$ cat config.mk
export PLATFORM = sky130hd
export DESIGN_NAME = alu_8bit
export DESIGN_NICKNAME = d
export VERILOG_FILES = /design/src/rtl/alu_8bit.sv
export SDC_FILE = /design/constraint.sdc
export NUM_CORES = 1
export LEC_CHECK = 0
export CAP_MARGIN = 20
export CORE_MARGIN = 3
export CORE_UTILIZATION = 49
export DETAILED_ROUTE_END_ITERATION = 6
export GPL_TIMING_DRIVEN = 0
export PLACE_DENSITY = 0.8
export SLEW_MARGIN = 20
export SYNTH_ARGS = -nofsm -noshare
export SYNTH_HDL_FRONTEND = slang
export SYNTH_SLANG_ARGS = --single-unit
$ cat constraint.sdc
create_clock -name clk -period 0.8 [get_ports clk]
set_clock_uncertainty 0.1 [all_clocks]
set_input_delay 0.12 -clock clk [delete_from_list [all_inputs] [get_ports clk]]
set_output_delay 0.12 -clock clk [all_outputs]
set_load 0.02 [all_outputs]
$ cat src/rtl/alu_8bit.sv
`default_nettype none
// ============================================================================
// Module   : alu_8bit
// Purpose  : Registered 8-bit ALU. Eight operations selected by func are
//            computed combinationally from the unregistered operands and the
//            result is captured on the rising clock edge (1-cycle latency).
//            Optional flags (carry/zero/neg) are built when the macro
//            ALU_FLAGS_EN is defined; without it the flag ports are absent.
// Revision : 1.0  initial release
// ============================================================================
module alu_8bit (
  input  logic [7:0] in1,
  input  logic [7:0] in2,
  input  logic [2:0] func,
  input  logic       clk,
  output logic [7:0] out,
  input  logic       rst_n
`ifdef ALU_FLAGS_EN
  ,
  output logic       carry,
  output logic       zero,
  output logic       neg
`endif
);

  localparam logic [2:0] OP_ADD  = 3'b000;
  localparam logic [2:0] OP_SUB  = 3'b001;
  localparam logic [2:0] OP_PASS = 3'b010;
  localparam logic [2:0] OP_SHL  = 3'b011;
  localparam logic [2:0] OP_SHR  = 3'b100;
  localparam logic [2:0] OP_AND  = 3'b101;
  localparam logic [2:0] OP_NOT  = 3'b110;
  localparam logic [2:0] OP_OR   = 3'b111;

  logic [7:0] result;

  // Select the next result; arithmetic wraps modulo 256, no saturation.
  always_comb begin
    result = 8'h00;
    case (func)
      OP_ADD:  result = in1 + in2;
      OP_SUB:  result = in1 - in2;
      OP_PASS: result = in1;
      OP_SHL:  result = {in1[6:0], 1'b0};
      OP_SHR:  result = {1'b0, in1[7:1]};
      OP_AND:  result = in1 & in2;
      OP_NOT:  result = ~in1;
      OP_OR:   result = in1 | in2;
      default: result = 8'h00;
    endcase
  end

  // Capture the result each edge; reset clears it immediately.
  always_ff @(posedge clk or negedge rst_n) begin
    if (!rst_n) begin
      out <= 8'h00;
    end else begin
      out <= result;
    end
  end

`ifdef ALU_FLAGS_EN
  logic carry_next;

  // Carry is the bit pushed out of the 8-bit result; SUB reports a borrow.
  always_comb begin
    carry_next = 1'b0;
    case (func)
      OP_ADD:  carry_next = (({1'b0, in1} + {1'b0, in2}) > 9'd255);
      OP_SUB:  carry_next = (in1 < in2);
      OP_SHL:  carry_next = in1[7];
      OP_SHR:  carry_next = in1[0];
      default: carry_next = 1'b0;
    endcase
  end

  // Flags are registered alongside out so they line up with the same result.
  always_ff @(posedge clk or negedge rst_n) begin
    if (!rst_n) begin
      carry <= 1'b0;
      zero  <= 1'b0;
      neg   <= 1'b0;
    end else begin
      carry <= carry_next;
      zero  <= (result == 8'h00);
      neg   <= result[7];
    end
  end
`endif

endmodule
`default_nettype wire

==> flow_metrics.env, run 1 <==
export IMPL_outcome="finished with violations"
export IMPL_violations="negative setup slack"
export IMPL_track_usage_pct=23.5
export IMPL_firstDrtPassIters=4
export IMPL_leakagePower_nw=0.758
export IMPL_fmax_mhz=490
export IMPL_crit_family="compound AO/OA/AOI/OAI gates"
export IMPL_htree_num_levels=1
export IMPL_worstPathArrival_ns=2.05
export IMPL_num_io_pins=29
export IMPL_cp_startpoint="func[1]"
export IMPL_wirelength_microns=4060
export IMPL_via_per_inst=6.43
export IMPL_path_max_fanout=4
export IMPL_clock_sinks=8
export IMPL_multi_input_area_sq_um=1060
export IMPL_slew_headroom_pct=71.6
export IMPL_diodes=0
export IMPL_period_share_pct=255
export IMPL_dr_total_vias=1414
export IMPL_fin_nets=227
export IMPL_setup_tns_ns=-8.67
export IMPL_numCtsBuffers=3
export IMPL_synth_cell_types=33
export IMPL_dieArea_sq_um=2970
export IMPL_largest_reg_flops=8
export IMPL_syn_cell_area_sq_um=1150
export IMPL_grt_pass1_wl_microns=5130
export IMPL_hold_buffers=0
export IMPL_maxCapViolCount=0
export IMPL_drive_gt1_share_pct=36.8
export IMPL_crit_buf_inv=1
export IMPL_clockBufferDepth=2
export IMPL_setup_slack_ns=-1.24
export IMPL_syn_nets=188
export IMPL_drt_iter0_drc=91
export IMPL_powerDensity_nw_per_um2=1250
export IMPL_final_core_util_pct=84.1
export IMPL_endpoint_kind="flop"
export IMPL_hpwlAfterDp_microns=2410
export IMPL_drtAntennaViolNets=0
export IMPL_io_buffers=26
export IMPL_hold_viol=0
export IMPL_ys_warn_count=0
export IMPL_fin_area_sq_um=1770
export IMPL_initial_core_util_pct=54.9
export IMPL_regMostFlops="out"
export IMPL_synth_yosys_seq_area_share_pct=17.4
export IMPL_seq_area_sq_um=200
export IMPL_die_y_microns=54.5
export IMPL_place_area_sq_um=1480
export IMPL_rsz0062_at_grt="yes"
export IMPL_period_minus_slack_ns=2.04
export IMPL_drc=0
export IMPL_wl_per_cell_microns=18.5
export IMPL_fp_dieW_microns=54.5
export IMPL_cpPeakStageDelay_ns=0.36
export IMPL_synth_cells=156
export IMPL_cpMaxStageDelayCell="ha_2"
export IMPL_start_kind="input port"
export IMPL_slew_violations=0
export IMPL_antenna_found_initial=0
export IMPL_core_sq_um=2100
export IMPL_cts_tree="done"
export IMPL_ir_worst_vdd_uv=923
export IMPL_area_delta_synth_final_pct=53.3
export IMPL_yosys_register_bits=8
export IMPL_grt_ovfl_total=0
export IMPL_final_common_cell="a21oi_1"
export IMPL_mostFrequentLayoutCells="a21oi_1, buf_6, inv_1"
export IMPL_syn_avg_cell_area_sq_um=7.39
export IMPL_fillers=121
export IMPL_first_global_vias=1199
export IMPL_setup_viol=16
export IMPL_cp_cell_sequence="buf_12, nor3b_4, nor2_2, xnor2_1, ha_2, a21o_1, a21oi_2, xnor2_1, a21oi_1"
export IMPL_worstSetupPathType="in -> reg"
export IMPL_reg_largest_list="out: 8 flops"
export IMPL_root_buffer="clkbuf_4"
export IMPL_globalplace_congestion=0.867
export IMPL_tightest_slew_ns=0.426
export IMPL_hold_path_class="in -> async"
export IMPL_num_rows=16
export IMPL_grt_max_degree=11
export IMPL_cp_common_cell="xnor2_1"
export IMPL_worst_ep_required_time_ns=0.81
export IMPL_clk_pin_slew_ns=0.05
how the worst max path moves through the flow:
| stage | cells past startpoint | to | slack (ns) |
|---|---|---|---|
| CTS | 10 | out[5] | -1.04 |
| floorplan | 10 | out[7] | -1.11 |
| global route | 9 | out[4] | -1.30 |
| finish | 9 | out[4] | -1.24 |
| global placement | 11 | out[7] | -1.73 |
| detailed placement | 11 | out[5] | -1.80 |
metal layers:
metal  vias up  track usage, %  part of all wire (%)
li1        626               -                     -
met1       627            29.2                    36
met2       120            40.8                    46
met3        41            2.18                    11
met4         0            9.96                   6.1
met5         -               0                     0
layout make-up:
cell class / instances / area share, %
Multi-Input combinational cell: 124 / 59.8
Inverter: 16 / 3.54
Timing Repair Buffer: 34 / 18.0
Tap cell: 27 / 1.91
Clock buffer: 3 / 1.27
Sequential cell: 8 / 11.3
Buffer: 8 / 4.18
cells in the mapped netlist:
master | instances | area [sq um]
buf_2 | 2 | 10.0
mux2i_1 | 3 | 30.0
o32a_1 | 1 | 10.0
nor2b_1 | 2 | 12.5
xnor2_1 | 11 | 96.3
nor3_2 | 1 | 10.0
nand3b_1 | 1 | 7.51
o22ai_1 | 3 | 18.8
a21oi_1 | 27 | 135
xor2_1 | 1 | 8.76
o211ai_1 | 4 | 30.0
nor3_1 | 7 | 35.0
nand2_1 | 14 | 52.6
maj3_1 | 2 | 20.0
inv_1 | 16 | 60.1
a221oi_1 | 2 | 17.5
nor3b_4 | 1 | 18.8
a21o_1 | 3 | 22.5
nor2_1 | 7 | 26.3
nand4b_1 | 1 | 8.76
or2_2 | 1 | 6.26
a31oi_2 | 1 | 12.5
nand2b_1 | 5 | 31.3
nand4_1 | 1 | 6.26
o211ai_2 | 1 | 12.5
a31oi_1 | 3 | 18.8
buf_6 | 2 | 22.5
o21ai_0 | 9 | 45.0
fa_1 | 1 | 20.0
dfrtp_1 | 8 | 200
a22oi_1 | 1 | 7.51
ha_1 | 10 | 125
clkbuf_1 | 4 | 15.0
per-stage QoR:
stage          hold WS [ns]  instances  power (mW)  setup slack (ns)
4_1_cts              0.0502        217        1.98             -1.04
3_3_place_gp          0.302        209        1.54             -1.73
3_5_place_dp          0.313        209        1.56             -1.80
6_report             0.0437        220        2.21             -1.24
5_1_grt              0.0792        220        2.32             -1.30
2_1_floorplan        -0.276        156        1.17             -1.11
power breakdown:
part / leakage [nW] / total (mW) / internal, mW / switching [mW]
Clock: 0.0138 / 0.294 / 0.171 / 0.123
Combinational: 0.650 / 1.43 / 0.664 / 0.761
Sequential: 0.0949 / 0.491 / 0.465 / 0.0255
Total: 0.758 / 2.21 / 1.30 / 0.910
what timing repair did:
item	CTS	global route
endpoints found under the setup margin	16	16
buffers inserted	5	3
endpoints found under the hold margin	0	0
gates resized for setup	103	33
pin swaps	22	23
logic make-up after synthesis:
| group | after synthesis | synth area share, % |
|---|---|---|
| AOI/OAI and AO/OA | 55 | 28.6 |
| xor gates and xnor gates | 12 | 9.11 |
| adders and majority gates | 13 | 14.3 |
| and+or+nand+nor | 41 | 18.7 |
| DFF | 8 | 17.4 |
| buffers and inverters | 24 | 9.33 |
| muxes | 3 | 2.60 |
Note: power is estimated with default switching activity, not from simulation.
==> run 2, diff against run 1 <==
Settings changed: CORE_MARGIN 3 to 4.
Clock period 0.8 ns to 2.1 ns, I/O delays scaled along.
==> flow_metrics.env, run 2 (synthesized netlist as in run 1, its figures left out) <==
export IMPL_period_minus_slack_ns=2.08
export IMPL_power_mw=0.806
export IMPL_fmax_mhz=481
export IMPL_hold_viol=0
export IMPL_fillers=179
export IMPL_io_buffers=26
export IMPL_clk_pin_slew_ns=0.05
export IMPL_worstPathArrival_ns=2.12
export IMPL_wl_per_cell_microns=17.3
export IMPL_powerDensity_nw_per_um2=490
export IMPL_dieArea_sq_um=3190
export IMPL_cpMaxStageDelayCell="ha_1"
export IMPL_final_core_util_pct=73.6
export IMPL_drtAntennaViolNets=0
export IMPL_num_rows=17
export IMPL_wirelength_microns=3850
export IMPL_worstSetupPathType="in -> reg"
export IMPL_grt_pass1_wl_microns=5700
export IMPL_drt_iter0_drc=63
export IMPL_setup_tns_ns=0
export IMPL_fp_dieW_microns=56.5
export IMPL_core_sq_um=2230
export IMPL_dp_cells=210
export IMPL_start_kind="input port"
export IMPL_regMostFlops="out"
export IMPL_clock_sinks=8
export IMPL_period_share_pct=98.9
export IMPL_largest_reg_flops=8
export IMPL_worst_ep_required_time_ns=2.14
export IMPL_globalplace_congestion=0.978
export IMPL_final_cells=223
export IMPL_first_global_vias=1300
export IMPL_antenna_found_initial=0
export IMPL_fin_area_sq_um=1640
export IMPL_tightest_slew_ns=0.503
export IMPL_area_delta_synth_final_pct=42.5
export IMPL_diodes=0
export IMPL_slew_violations=0
export IMPL_root_buffer="clkbuf_4"
export IMPL_drive_gt1_share_pct=25.1
export IMPL_reg_largest_list="out: 8 flops"
export IMPL_final_common_cell="a21oi_1"
export IMPL_htree_num_levels=1
export IMPL_hold_path_class="in -> async"
export IMPL_ir_worst_vdd_uv=301
export IMPL_clockBufferDepth=2
export IMPL_track_usage_pct=22.7
export IMPL_place_area_sq_um=1470
export IMPL_path_max_fanout=3
export IMPL_mostFrequentLayoutCells="a21oi_1, clkdlybuf4s50_1, inv_1"
export IMPL_drc=0
export IMPL_dr_total_vias=1381
export IMPL_fin_nets=229
export IMPL_leakagePower_nw=0.726
export IMPL_outcome="finished clean"
export IMPL_grt_max_degree=11
export IMPL_hpwlAfterDp_microns=2510
export IMPL_setup_viol=0
export IMPL_numCtsBuffers=3
export IMPL_grt_ovfl_total=0
export IMPL_die_y_microns=56.5
export IMPL_cts_tree="done"
export IMPL_slew_headroom_pct=66.5
export IMPL_cpPeakStageDelay_ns=0.34
export IMPL_firstDrtPassIters=4
export IMPL_maxCapViolCount=0
export IMPL_via_per_inst=6.19
export IMPL_hold_buffers=0
export IMPL_cp_cell_sequence="clkdlybuf4s15_1, nor3_2, a31oi_2, xnor2_1, ha_1, a21oi_2, o21ai_2, a21oi_4, xnor2_2, o211ai_2"
export IMPL_num_io_pins=29
export IMPL_initial_core_util_pct=51.7
export IMPL_endpoint_kind="flop"
-- run 2: changes by cell type in the layout (fill, tap and decap cells not counted), sizes merged --
cell,previous run,this run
buf,25,16
clkdlybuf4s50,9,18
clkdlybuf4s15,0,1
dlymetal6s2s,0,1
-- run 2: layout make-up --
| cell class | count | area [sq um] | area share, % |
|---|---|---|---|
| plain buffers | 8 | 51.3 | 3.12 |
| clock buffers | 3 | 22.5 | 1.37 |
| inverters | 16 | 60.1 | 3.65 |
| multi-input cells | 124 | 963 | 58.6 |
| flip-flops and latches | 8 | 200 | 12.2 |
| well taps | 28 | 35.0 | 2.13 |
| repair buffers | 36 | 312 | 18.9 |
-- run 2: through the flow --
stage	worst slack [ns]	hold WS [ns]
finish	0.0222	0.217
global route	-0.0235	0.245
CTS	0.00298	0.237
detailed placement	-0.730	0.508
global placement	-0.671	0.496
floorplan	-0.00450	-0.0806
-- run 2: how the worst max path moves through the flow --
stage	start	endpoint	slack (ns)	depth (start not counted)
after detailed placement	in2[0]	out[7]	-0.73	11
after global placement	in2[0]	out[7]	-0.67	11
final	in2[5]	out[7]	0.02	10
after CTS	in1[0]	out[6]	0.003	10
after floorplan	func[1]	out[7]	-0.005	10
after global routing	in2[5]	out[7]	-0.02	10
-- run 2: what timing repair did --
| action | 4_1_cts | 5_1_grt |
|---|---|---|
| setup endpoints to repair | 6 | 5 |
| pin swaps | 14 | 20 |
| resized for setup | 24 | 23 |
| buffers inserted | 8 | 2 |
-- run 2: power by group --
part           switching [mW]  total (mW)  internal [mW]
clock                  0.0575       0.123         0.0657
sequential            0.00533       0.182          0.177
combinational           0.267       0.501          0.234
-- run 2: worst max-delay path: cells and delay by family --
kind,cells,cell delay [ns]
and+or+nand+nor,1,0.22
buffers and inverters,1,0.25
xor gates and xnor gates,2,0.27
adders and majority gates,1,0.34
AOI/OAI and AO/OA,5,0.70
-- run 2: layer usage --
layer | part of all wire, % | vias to the layer above | GRT usage [%]
met4 | 5.5 | 0 | 12.9
li1 | - | 633 | -
met1 | 34 | 616 | 25.4
met5 | 0 | - | 0
met2 | 50 | 100 | 40.8
met3 | 10 | 32 | 2.76
==> run 3, diff against run 2 <==
==> constraint.sdc (replaced) <==
create_clock -name clk -period 2.1 [get_ports clk]
set_clock_uncertainty 0.1 [all_clocks]
set_input_delay 0.315 -clock clk [delete_from_list [all_inputs] [get_ports clk]]
set_output_delay 0.315 -clock clk [all_outputs]
set_load 0.05 [all_outputs]
==> results of run 3 <==
Same layout as run 2 (identical final DEF). Status: finished clean.
Main changes from that run: total power 0.806 mW -> 0.860 mW; worst IR drop on VDD 301 uV -> 356 uV
